===== config.mk =====
export PLATFORM = sky130hd
export DESIGN_NAME = fetch_pc_sequencer
export DESIGN_NICKNAME = d
export VERILOG_FILES = /design/src/rtl/fetch_pc_sequencer.sv
export SDC_FILE = /design/constraint.sdc
export NUM_CORES = 1
export LEC_CHECK = 0
export ABC_AREA = 1
export CORE_MARGIN = 4
export CORE_UTILIZATION = 64
export CTS_CLUSTER_DIAMETER = 60
export DETAILED_ROUTE_END_ITERATION = 8
export DONT_BUFFER_PORTS = 1
export GPL_ROUTABILITY_DRIVEN = 1
export PLACE_DENSITY = 0.85
export SLEW_MARGIN = 20
export SYNTH_ARGS = -nofsm -noshare
export SYNTH_HDL_FRONTEND = slang
export SYNTH_SLANG_ARGS = --single-unit

===== constraint.sdc =====
create_clock -name clk -period 6.8 [get_ports clk]
set_clock_uncertainty 0.05 [all_clocks]
set_input_delay 0.34 -clock clk [delete_from_list [all_inputs] [get_ports clk]]
set_output_delay 0.34 -clock clk [all_outputs]
set_load 0.1 [all_outputs]

===== src/rtl/fetch_pc_sequencer.sv =====
// Fetch PC sequencer: owns the RV32I program counter, issues one instruction
// memory request at a time and hands fetched instructions to decode.
module fetch_pc_sequencer #(
    parameter logic [31:0] RESET_PC  = 32'h0000_0000,
    parameter logic [31:0] NOP_INSTR = 32'h0000_0013
) (
    input  logic        clk,
    input  logic        rst,
    input  logic        fetch_en,
    input  logic        redirect_valid,
    input  logic [31:0] redirect_target,
    output logic        imem_req,
    output logic [31:0] imem_addr,
    input  logic        imem_gnt,
    input  logic        imem_rvalid,
    input  logic [31:0] imem_rdata,
    output logic        if_valid,
    input  logic        if_ready,
    output logic [31:0] if_instr,
    output logic [31:0] if_pc,
    output logic [31:0] if_pcplus4,
    output logic        misalign_fault
);

    localparam int unsigned XLEN = 32;

    typedef enum logic [2:0] {
        IDLE  = 3'd0,
        REQ   = 3'd1,
        WAIT  = 3'd2,
        HOLD  = 3'd3,
        FAULT = 3'd4
    } state_t;

    state_t            state, state_d;
    logic [XLEN-1:0]   pc, pc_d;
    logic [XLEN-1:0]   req_pc, req_pc_d;
    logic              kill, kill_d;
    logic              imem_req_d;
    logic [XLEN-1:0]   imem_addr_d;
    logic              if_valid_d;
    logic [XLEN-1:0]   if_instr_d;
    logic [XLEN-1:0]   if_pc_d;
    logic [XLEN-1:0]   if_pcplus4_d;
    logic              misalign_fault_d;
    logic              redir;
    logic              redir_bad;

    // Redirect is live everywhere but FAULT; a misaligned target is fatal.
    assign redir     = redirect_valid && (state != FAULT);
    assign redir_bad = redir && (redirect_target[1:0] != 2'b00);

    // Next-state and next-output logic; every register holds by default.
    always_comb begin
        state_d          = state;
        pc_d             = pc;
        req_pc_d         = req_pc;
        kill_d           = kill;
        imem_req_d       = imem_req;
        imem_addr_d      = imem_addr;
        if_valid_d       = if_valid;
        if_instr_d       = if_instr;
        if_pc_d          = if_pc;
        if_pcplus4_d     = if_pcplus4;
        misalign_fault_d = misalign_fault;

        if (redir_bad) begin
            misalign_fault_d = 1'b1;
            state_d          = FAULT;
            if_valid_d       = 1'b0;
            if_instr_d       = NOP_INSTR;
            imem_req_d       = 1'b0;
            kill_d           = 1'b0;
        end else begin
            case (state)
                IDLE: begin
                    if (redir) begin
                        pc_d = redirect_target;
                    end else if (fetch_en) begin
                        state_d     = REQ;
                        imem_req_d  = 1'b1;
                        imem_addr_d = pc;
                    end
                end
                REQ: begin
                    if (redir) begin
                        pc_d = redirect_target;
                        if (imem_gnt) begin
                            // Granted request is now stale; drop its response.
                            kill_d     = 1'b1;
                            state_d    = WAIT;
                            imem_req_d = 1'b0;
                        end else begin
                            imem_addr_d = redirect_target;
                        end
                    end else if (imem_gnt) begin
                        req_pc_d   = pc;
                        pc_d       = XLEN'(pc + 32'd4);
                        state_d    = WAIT;
                        imem_req_d = 1'b0;
                    end
                end
                WAIT: begin
                    if (redir) begin
                        pc_d = redirect_target;
                        if (imem_rvalid) begin
                            kill_d      = 1'b0;
                            state_d     = REQ;
                            imem_req_d  = 1'b1;
                            imem_addr_d = redirect_target;
                        end else begin
                            kill_d = 1'b1;
                        end
                    end else if (imem_rvalid) begin
                        if (kill) begin
                            kill_d = 1'b0;
                            if (fetch_en) begin
                                state_d     = REQ;
                                imem_req_d  = 1'b1;
                                imem_addr_d = pc;
                            end else begin
                                state_d = IDLE;
                            end
                        end else begin
                            if_instr_d   = imem_rdata;
                            if_pc_d      = req_pc;
                            if_pcplus4_d = XLEN'(req_pc + 32'd4);
                            if_valid_d   = 1'b1;
                            state_d      = HOLD;
                        end
                    end
                end
                HOLD: begin
                    if (redir) begin
                        // Flush wins over a same-cycle decode handshake.
                        if_valid_d  = 1'b0;
                        if_instr_d  = NOP_INSTR;
                        pc_d        = redirect_target;
                        state_d     = REQ;
                        imem_req_d  = 1'b1;
                        imem_addr_d = redirect_target;
                    end else if (if_ready) begin
                        if_valid_d = 1'b0;
                        if_instr_d = NOP_INSTR;
                        if (fetch_en) begin
                            state_d     = REQ;
                            imem_req_d  = 1'b1;
                            imem_addr_d = pc;
                        end else begin
                            state_d = IDLE;
                        end
                    end
                end
                FAULT: begin
                    state_d = FAULT;
                end
                default: begin
                    state_d = IDLE;
                end
            endcase
        end
    end

    // State and output registers.
    always_ff @(posedge clk or posedge rst) begin
        if (rst) begin
            state          <= IDLE;
            pc             <= RESET_PC;
            req_pc         <= RESET_PC;
            kill           <= 1'b0;
            imem_req       <= 1'b0;
            imem_addr      <= RESET_PC;
            if_valid       <= 1'b0;
            if_instr       <= NOP_INSTR;
            if_pc          <= '0;
            if_pcplus4     <= '0;
            misalign_fault <= 1'b0;
        end else begin
            state          <= state_d;
            pc             <= pc_d;
            req_pc         <= req_pc_d;
            kill           <= kill_d;
            imem_req       <= imem_req_d;
            imem_addr      <= imem_addr_d;
            if_valid       <= if_valid_d;
            if_instr       <= if_instr_d;
            if_pc          <= if_pc_d;
            if_pcplus4     <= if_pcplus4_d;
            misalign_fault <= misalign_fault_d;
        end
    end

endmodule


==> flow_summary.toml, run 1 <==
[route]
wl_per_cell_um = 16.9
wirelength_um = 28000
num_vias = 9375
viasPerCell = 5.65
drtAntennaViolNets = 0
drt_iter0_drc = 869
drc = 0
dr.pass1.iters = 6

[timing]
max_slew_margin_pct = 24.7
finalMaxSlewViolations = 0
timing.final.crit_share_pct = 44.6
max_freq_mhz = 330
setup_violations = 0
tightest_slew_ns = 1.13
fin_setup_tns_ns = 0
hold_viol_final = 0
rsz0062_at_grt = "no"
post-route-min-period_ns = 3.03

[critical_path]
slowest_stage = "o21ai_4"
crit_path_start_kind = "flop"
r2r-end = "pc[21]"
endpoint_kind = "flop"
rr_worst_depth = 9
rrSetupSlack_ns = 3.77
critPathRequiredTime_ns = 7.09
crit_path_end = "pc[21]"
crit_arrival_ns = 3.32
critPathMaxFanout = 45
r2r-start = "state[2]"
slowest_delay_ns = 0.90
path_cells = "inv_2 -> nand3_2 -> nor2_1 -> o21ai_4 -> inv_2 -> nand2_1 -> nand2_1 -> nand2_1 -> inv_1"
path_class = "reg2reg"
critPathLaunch = "state[2]"
crit_path_frequent_cell = "nand2_1"

[clock_network]
postCtsSetupBuffers = 0
cts_buffers = 17
cts_root_buf = "clkbuf_16"
clock_latency_ns = 0.44
clk_path_buf_depth = 2
htreeDepth = 4
tritoncts = "built"
clk_pin_slew_ns = 0.08
clock-sinks = 197

[logic_synthesis]
avgSynthCellArea_um2 = 7.18
synth_top_area_share_pct = 47.1
synth.most_common_cell = "nand2_1"
synth_largest_area_cell = "dfrtp_1"
ys_async_sr_fraction_pct = 100
synthTopCellsByCount = "nand2_1, dfrtp_1, nor2_1"
synthTopCellsByArea = "dfrtp_1, nand2_1, o21ai_0, nor2_1, nand3_1"
ys_ff_latch = 197
synth_cell_types = 32
synth_edf_count = 0
synthCells = 1435
syn_nets = 1508
netlist_area_um2 = 10300
ys_warn_count = 0
yosysSeqAreaShare_pct = 47.9
ys.flop_type = "dfrtp_1"

[global_routing]
grt.overflow.total = 0
grt_pass1_wl_um = 45500
grtUsageTotal_pct = 31.1
antenna_found_initial = 0
grt_pass1_vias = 8909
grt_max_degree = 123

[final_layout]
diodes = 0
fillers = 1314
layout.nets = 1502
layout-drive-gt1-share_pct = 4.51
area_growth_pct = 9.19
design_area_um2 = 11300

[placement]
place_hpwl_um = 19600
placed_area_um2 = 10300
gp_congestion = 0.983
port_buffers = 0

[worst_hold_path]
hold_class = "in2reg"

[run_status]
status = "finished clean"

[die]
core_um2 = 15800
die_h_um = 135
die_width_um = 135
start_util_pct = 65.1
std_cell_rows = 46
dieArea_um2 = 18200
num_io_pins = 202

[flow_run]
max-cap-violations = 0
[layout make-up]
cell class              count  area (um^2)  area share, %
clock buffers              18          429           3.81
well taps                 216          270           2.40
flip-flops and latches    197         4940           43.9
multi-input cells        1071         4690           41.7
repair buffers             39          375           3.34
inverters                 103          395           3.51
clock inverters            14          154           1.37
[how the worst min path moves through the flow]
stage | startpoint | endpoint | cells past startpoint
floorplan | req_pc[0] | if_pc[0] | 2
global placement | rst | if_pcplus4[31] | 1
detailed placement | rst | if_pcplus4[31] | 1
CTS | redirect_target[9] | pc[9] | 2
global route | redirect_target[9] | pc[9] | 2
finish | redirect_target[7] | pc[7] | 2
[metrics by stage]
step,cells,hold WS (ns),utilization [%],setup slack (ns)
after floorplan,1435,0.392,-,1.05
after global placement,1593,0.370,65.3,3.89
after detailed placement,1593,0.366,65.3,3.82
after CTS,1658,0.0149,71.1,3.80
after global routing,1658,0.0166,71.1,3.51
final,1658,0.0164,71.1,3.77
[repair_timing]
item,in CTS,in global routing
hold buffers,33,0
resized for setup,0,0
endpoints found under the hold margin,150,0
[cell families after synthesis]
logic type / Yosys count / synth area share, %
compound gates: 169 / 9.42
xor+xnor: 19 / 1.61
fa+ha+maj: 2 / 0.243
buf+inv: 167 / 6.62
flops: 197 / 47.9
mux: 1 / 0.0971
simple gates: 880 / 34.1
[cells in the final DEF (no fill, tap or decap), drive strengths merged, types with 10 or more instances in the layout]
cell	n
dfrtp	194
nand3	94
a21oi	26
clkbuf	18
nand2	645
nand3b	11
o2111ai	26
o21ai	112
nor2	124
inv	112
xnor2	10
dlygate4sd3	33
[registers in the layout, summed over array words and instances (netlist names)]
name / flops
if_pcplus4: 30
pc: 32
if_valid: 1
req_pc: 32
if_pc: 32
kill: 1
misalign_fault: 1
if_instr: 32
state: 3
imem_req: 1
imem_addr: 32
[worst max-delay path: cells and delay by family (launching register included)]
family	cells	cell delay, ns
buf+inv	3	0.51
flops	1	0.47
simple gates	5	0.99
compound gates	1	0.90
[per-layer routing]
metal  vias up  GRT usage [%]  wire (um)
met2       432           49.4      13300
met5         -              0          0
met1      4344           42.6      11500
li1       4533              -          -
met4         0           9.90        682
met3        66           7.75       2500
Power of run 1 is not shown: default switching activity piles up to over one toggle a cycle in this logic, so the estimate is an artifact.
==> inputs of run 2 (changes only) <==
==> constraint.sdc (replaced) <==
create_clock -name clk -period 3.01 [get_ports clk]
set_clock_uncertainty 0.05 [all_clocks]
set_input_delay 0.1505 -clock clk [delete_from_list [all_inputs] [get_ports clk]]
set_output_delay 0.1505 -clock clk [all_outputs]
set_load 0.1 [all_outputs]
==> run 2 against run 1 <==
Compared with the run above:
- global-route usage increased by 1.7 points
- sequential share of layout area is 2.9 points lower
- sequential cell count did not move
- utilization is 5.0 points higher
- routed wire length up 7.4%
- non-clock buffer count increased by 80
- maximum frequency is 9.2% higher
- setup slack worse by 3.5 ns
- hold slack worse by 0.011 ns
- die area stayed put
- critical path depth increased by 1
- critical path type unchanged
==> flow_summary.toml, run 2 (synthesis results as in run 1) <==
[run_status]
status = "finished clean"

[timing]
tightest_slew_ns = 1.01
rsz0062_at_grt = "no"
hold_viol_final = 0
post-route-min-period_ns = 2.78
finalMaxSlewViolations = 0
setup_violations = 0
timing.final.crit_share_pct = 92.3
max_freq_mhz = 360
fin_setup_tns_ns = 0
max_slew_margin_pct = 32.2

[clock_network]
htreeDepth = 4
clock-sinks = 197
clk_path_buf_depth = 2
postCtsSetupBuffers = 0
clk_pin_slew_ns = 0.08
tritoncts = "built"
clock_latency_ns = 0.44
cts_buffers = 17
cts_root_buf = "clkbuf_16"

[final_layout]
layout_commonest_cell = "nand2_1"
diodes = 0
regArea_um2 = 4940
fillers = 1139
multi_input_area_um2 = 4690
layout.nets = 1582
final_cells = 1738
area_growth_pct = 16.9
design_area_um2 = 12000
layout-drive-gt1-share_pct = 7.16
final_cell_mix = "nand2_1, dfrtp_1, nor2_1"
final_util_pct = 76.1

[global_routing]
grt.overflow.total = 0
grtUsageTotal_pct = 32.9
antenna_found_initial = 0
grt_pass1_wl_um = 47800
grt_max_degree = 87
grt_pass1_vias = 9370

[route]
drtAntennaViolNets = 0
wl_per_cell_um = 17.3
viasPerCell = 5.78
dr.pass1.iters = 8
drt_iter0_drc = 1015
wirelength_um = 30000
num_vias = 10051
drc = 0

[critical_path]
crit_path_start_kind = "flop"
crit_arrival_ns = 3.11
critPathRequiredTime_ns = 3.34
critPathMaxFanout = 32
slowest_stage = "dlygate4sd3_1"
path_cells = "inv_1 -> nand3_2 -> buf_4 -> nand2_2 -> inv_2 -> o21ai_0 -> o21ai_1 -> dlygate4sd3_1 -> nand3_1 -> nand2_1"
slowest_delay_ns = 0.55
endpoint_kind = "flop"
path_class = "reg2reg"

[die]
die_width_um = 135
num_io_pins = 202
dieArea_um2 = 18200
core_um2 = 15800
start_util_pct = 65.1
die_h_um = 135
std_cell_rows = 46

[flow_run]
max-cap-violations = 0

[placement]
dp_cells = 1636
place_hpwl_um = 20300
port_buffers = 0
gp_congestion = 1.00
placed_area_um2 = 10700

[worst_hold_path]
hold_class = "in2reg"
==> run 2: changes by cell type in the layout (fill, tap and decap cells not counted), sizes merged <==
cell	previous run	this run
clkinv	4	6
inv	112	108
buf	6	50
clkbuf	18	17
dlygate4sd3	33	69
bufinv	0	2
clkinvlp	1	2
==> run 2: timing repair <==
action / in CTS / in global routing
gates resized for setup: 0 / 0
hold buffers: 69 / 0
hold endpoints to repair: 117 / 0
==> run 2: final cells by class <==
type / count / area share [%]
clock buffers: 17 / 3.53
clock inverters: 15 / 1.61
well taps: 216 / 2.24
flip-flops and latches: 197 / 41.0
inverters: 103 / 3.24
multi-input cells: 1071 / 39.0
repair buffers: 119 / 9.43
==> run 2: worst paths after layout <==
| kind | startpoint | end | slack, ns | cells past startpoint |
|---|---|---|---|---|
| setup / recovery | state[1] | imem_addr[2] | 0.23 | 10 |
| hold / removal | fetch_en | imem_addr[20] | 0.006 | 4 |
| setup reg to reg | state[1] | imem_addr[2] | 0.23 | 10 |
| hold reg to reg | req_pc[0] | if_pc[0] | 0.44 | 2 |
| max in group asynchronous | rst | if_instr[4] | 2.02 | 3 |
| min in group asynchronous | rst | if_pc[4] | 0.21 | 2 |
==> run 2: critical path, delay by kind of cell, from the launching register on <==
| kind | cells | cell delay (ns) |
|---|---|---|
| AOI/OAI and AO/OA | 2 | 0.30 |
| buffers and inverters | 4 | 1.44 |
| DFF | 1 | 0.48 |
| and+or+nand+nor | 4 | 0.44 |
==> run 2: metrics by stage <==
| step | setup WS, ns | hold WS [ns] |
|---|---|---|
| 6_report | 0.232 | 0.00587 |
| 3_3_place_gp | 0.665 | 0.0614 |
| 4_1_cts | 0.309 | 0.00252 |
| 2_1_floorplan | 0.266 | 0.217 |
| 5_1_grt | 0.0610 | 0.0412 |
| 3_5_place_dp | 0.599 | 0.0592 |
==> run 2: layer usage <==
metal | vias up | GRT usage, % | wire length, um | part of all wire [%]
li1 | 4694 | - | - | -
met1 | 4673 | 44.2 | 11800 | 39
met2 | 607 | 53.3 | 14400 | 48
met3 | 77 | 7.00 | 2960 | 9.8
met4 | 0 | 11.5 | 862 | 2.9
met5 | - | 0 | 0 | 0
Power of run 2 is left out for the same reason.
==> inputs of run 3 (changes only) <==
--- a/config.mk
+++ b/config.mk
@@ -12,6 +12,7 @@
 export DETAILED_ROUTE_END_ITERATION = 8
 export DONT_BUFFER_PORTS = 1
 export GPL_ROUTABILITY_DRIVEN = 1
+export MAX_ROUTING_LAYER = met4
 export PLACE_DENSITY = 0.85
 export SLEW_MARGIN = 20
 export SYNTH_ARGS = -nofsm -noshare
==> run 3 against run 2 <==
Compared with the run above:
- design area is 0.36% lower
- non-clock buffer count is 1 lower
- setup slack better by 0.066 ns
- utilization is 0.28 points lower
- hold slack better by 0.00087 ns
- critical endpoint unchanged
==> flow_summary.toml, run 3 (synthesis results as in run 1) <==
[worst_hold_path]
min_delay_path_depth = 4
hold_class = "in2reg"

[timing]
timing.final.crit_share_pct = 90.1
tightest_slew_ns = 1.08
finalMaxSlewViolations = 0
max_slew_margin_pct = 28.0
post-route-min-period_ns = 2.71
fin_setup_tns_ns = 0
rsz0062_at_grt = "no"
max_freq_mhz = 369
hold_viol_final = 0
setup_violations = 0

[critical_path]
path_class = "reg2reg"
critPathMaxFanout = 30
crit_path_start_kind = "flop"
crit_arrival_ns = 3.05
critPathRequiredTime_ns = 3.35
endpoint_kind = "flop"
rr_worst_depth = 10

[clock_network]
clock_latency_ns = 0.44
htreeDepth = 4
cts_root_buf = "clkbuf_16"
clk_pin_slew_ns = 0.08
clk_path_buf_depth = 2
clock-sinks = 197
cts_buffers = 17
tritoncts = "built"

[final_layout]
layout.nets = 1581
final_cell_mix = "nand2_1, dfrtp_1, nor2_1"
fillers = 1147
layout-drive-gt1-share_pct = 7.03
area_growth_pct = 16.4
layout_commonest_cell = "nand2_1"

[global_routing]
grt.overflow.total = 0
antenna_found_initial = 1
grt_pass1_wl_um = 47600
grt_max_degree = 87
grt_pass1_vias = 9379
grtUsageTotal_pct = 33.8

[route]
num_vias = 9923
viasPerCell = 5.71
dr.pass1.iters = 6
drt_iter0_drc = 863
drtAntennaViolNets = 0
wirelength_um = 29500
wl_per_cell_um = 17.0
drc = 0

[die]
die_h_um = 135
start_util_pct = 65.1
dieArea_um2 = 18200
std_cell_rows = 46
num_io_pins = 202
core_um2 = 15800
die_width_um = 135

[placement]
place_hpwl_um = 20100
port_buffers = 0
gp_congestion = 1.06

[flow_run]
max-cap-violations = 0

[run_status]
status = "finished clean"
[run 3: cell types whose count changed in the layout (fill, tap and decap cells not counted), sizes merged]
cell | previous run | this run
inv | 108 | 107
clkinvlp | 2 | 3
diode | 0 | 1
bufinv | 2 | 1
clkbuf | 17 | 18
buf | 50 | 49
[run 3: timing repair]
action | in CTS | in global routing
setup buffers | 0 | 0
resized for setup | 0 | 2
hold buffers | 69 | 0
endpoints found under the hold margin | 126 | 0
endpoints found under the setup margin | 0 | 1
[run 3: area by class of cell]
class | instances | area, um^2 | share of cell area [%]
Sequential cell | 197 | 4940 | 41.1
Multi-Input combinational cell | 1071 | 4690 | 39.1
Clock inverter | 14 | 169 | 1.41
Tap cell | 216 | 270 | 2.25
Inverter | 103 | 393 | 3.27
Clock buffer | 18 | 429 | 3.58
Timing Repair Buffer | 118 | 1110 | 9.24
Antenna cell | 1 | 2.50 | 0.0209
[run 3: worst paths after layout]
check / start / end / slack, ns
min: fetch_en / imem_addr[18] / 0.007
min reg2reg: req_pc[0] / if_pc[0] / 0.43
min in group asynchronous: rst / if_pc[6] / 0.25
max reg2reg: state[2] / imem_addr[2] / 0.30
max: state[2] / imem_addr[2] / 0.30
max in group asynchronous: rst / if_instr[0] / 1.92
[run 3: metal layers]
| metal | GRT usage (%) | part of all wire [%] | vias to the layer above |
|---|---|---|---|
| li1 | - | - | 4688 |
| met1 | 44.8 | 41 | 4639 |
| met2 | 52.4 | 48 | 521 |
| met3 | 7.04 | 8.8 | 75 |
| met4 | 11.4 | 2.6 | 0 |
| met5 | - | 0 | - |
[run 3: worst max-delay path, stage by stage, from the launching register on]
cell and delay (ns):
dfrtp_1 0.48, inv_2 0.13, nand3_2 0.24, buf_4 0.33, nand2_2 0.19, inv_4 0.26
o21ai_0 0.14, o21ai_1 0.13, dlygate4sd3_1 0.56, nand3_1 0.06, nand2_1 0.07
[run 3: through the flow]
| step | area (um^2) | hold slack, ns | utilization (%) | setup WS [ns] | instances |
|---|---|---|---|---|---|
| 5_1_grt | 12000 | 0.0290 | 75.8 | 0.0619 | 1738 |
| 6_report | 12000 | 0.00674 | 75.8 | 0.298 | 1738 |
| 3_5_place_dp | 10700 | 0.108 | 67.6 | 0.775 | 1636 |
| 2_1_floorplan | 10300 | 0.217 | - | 0.266 | 1435 |
| 4_1_cts | 12000 | 0.000490 | 75.8 | 0.265 | 1737 |
| 3_3_place_gp | 10700 | 0.0996 | 67.6 | 0.837 | 1636 |
Power of run 3 is left out for the same reason.
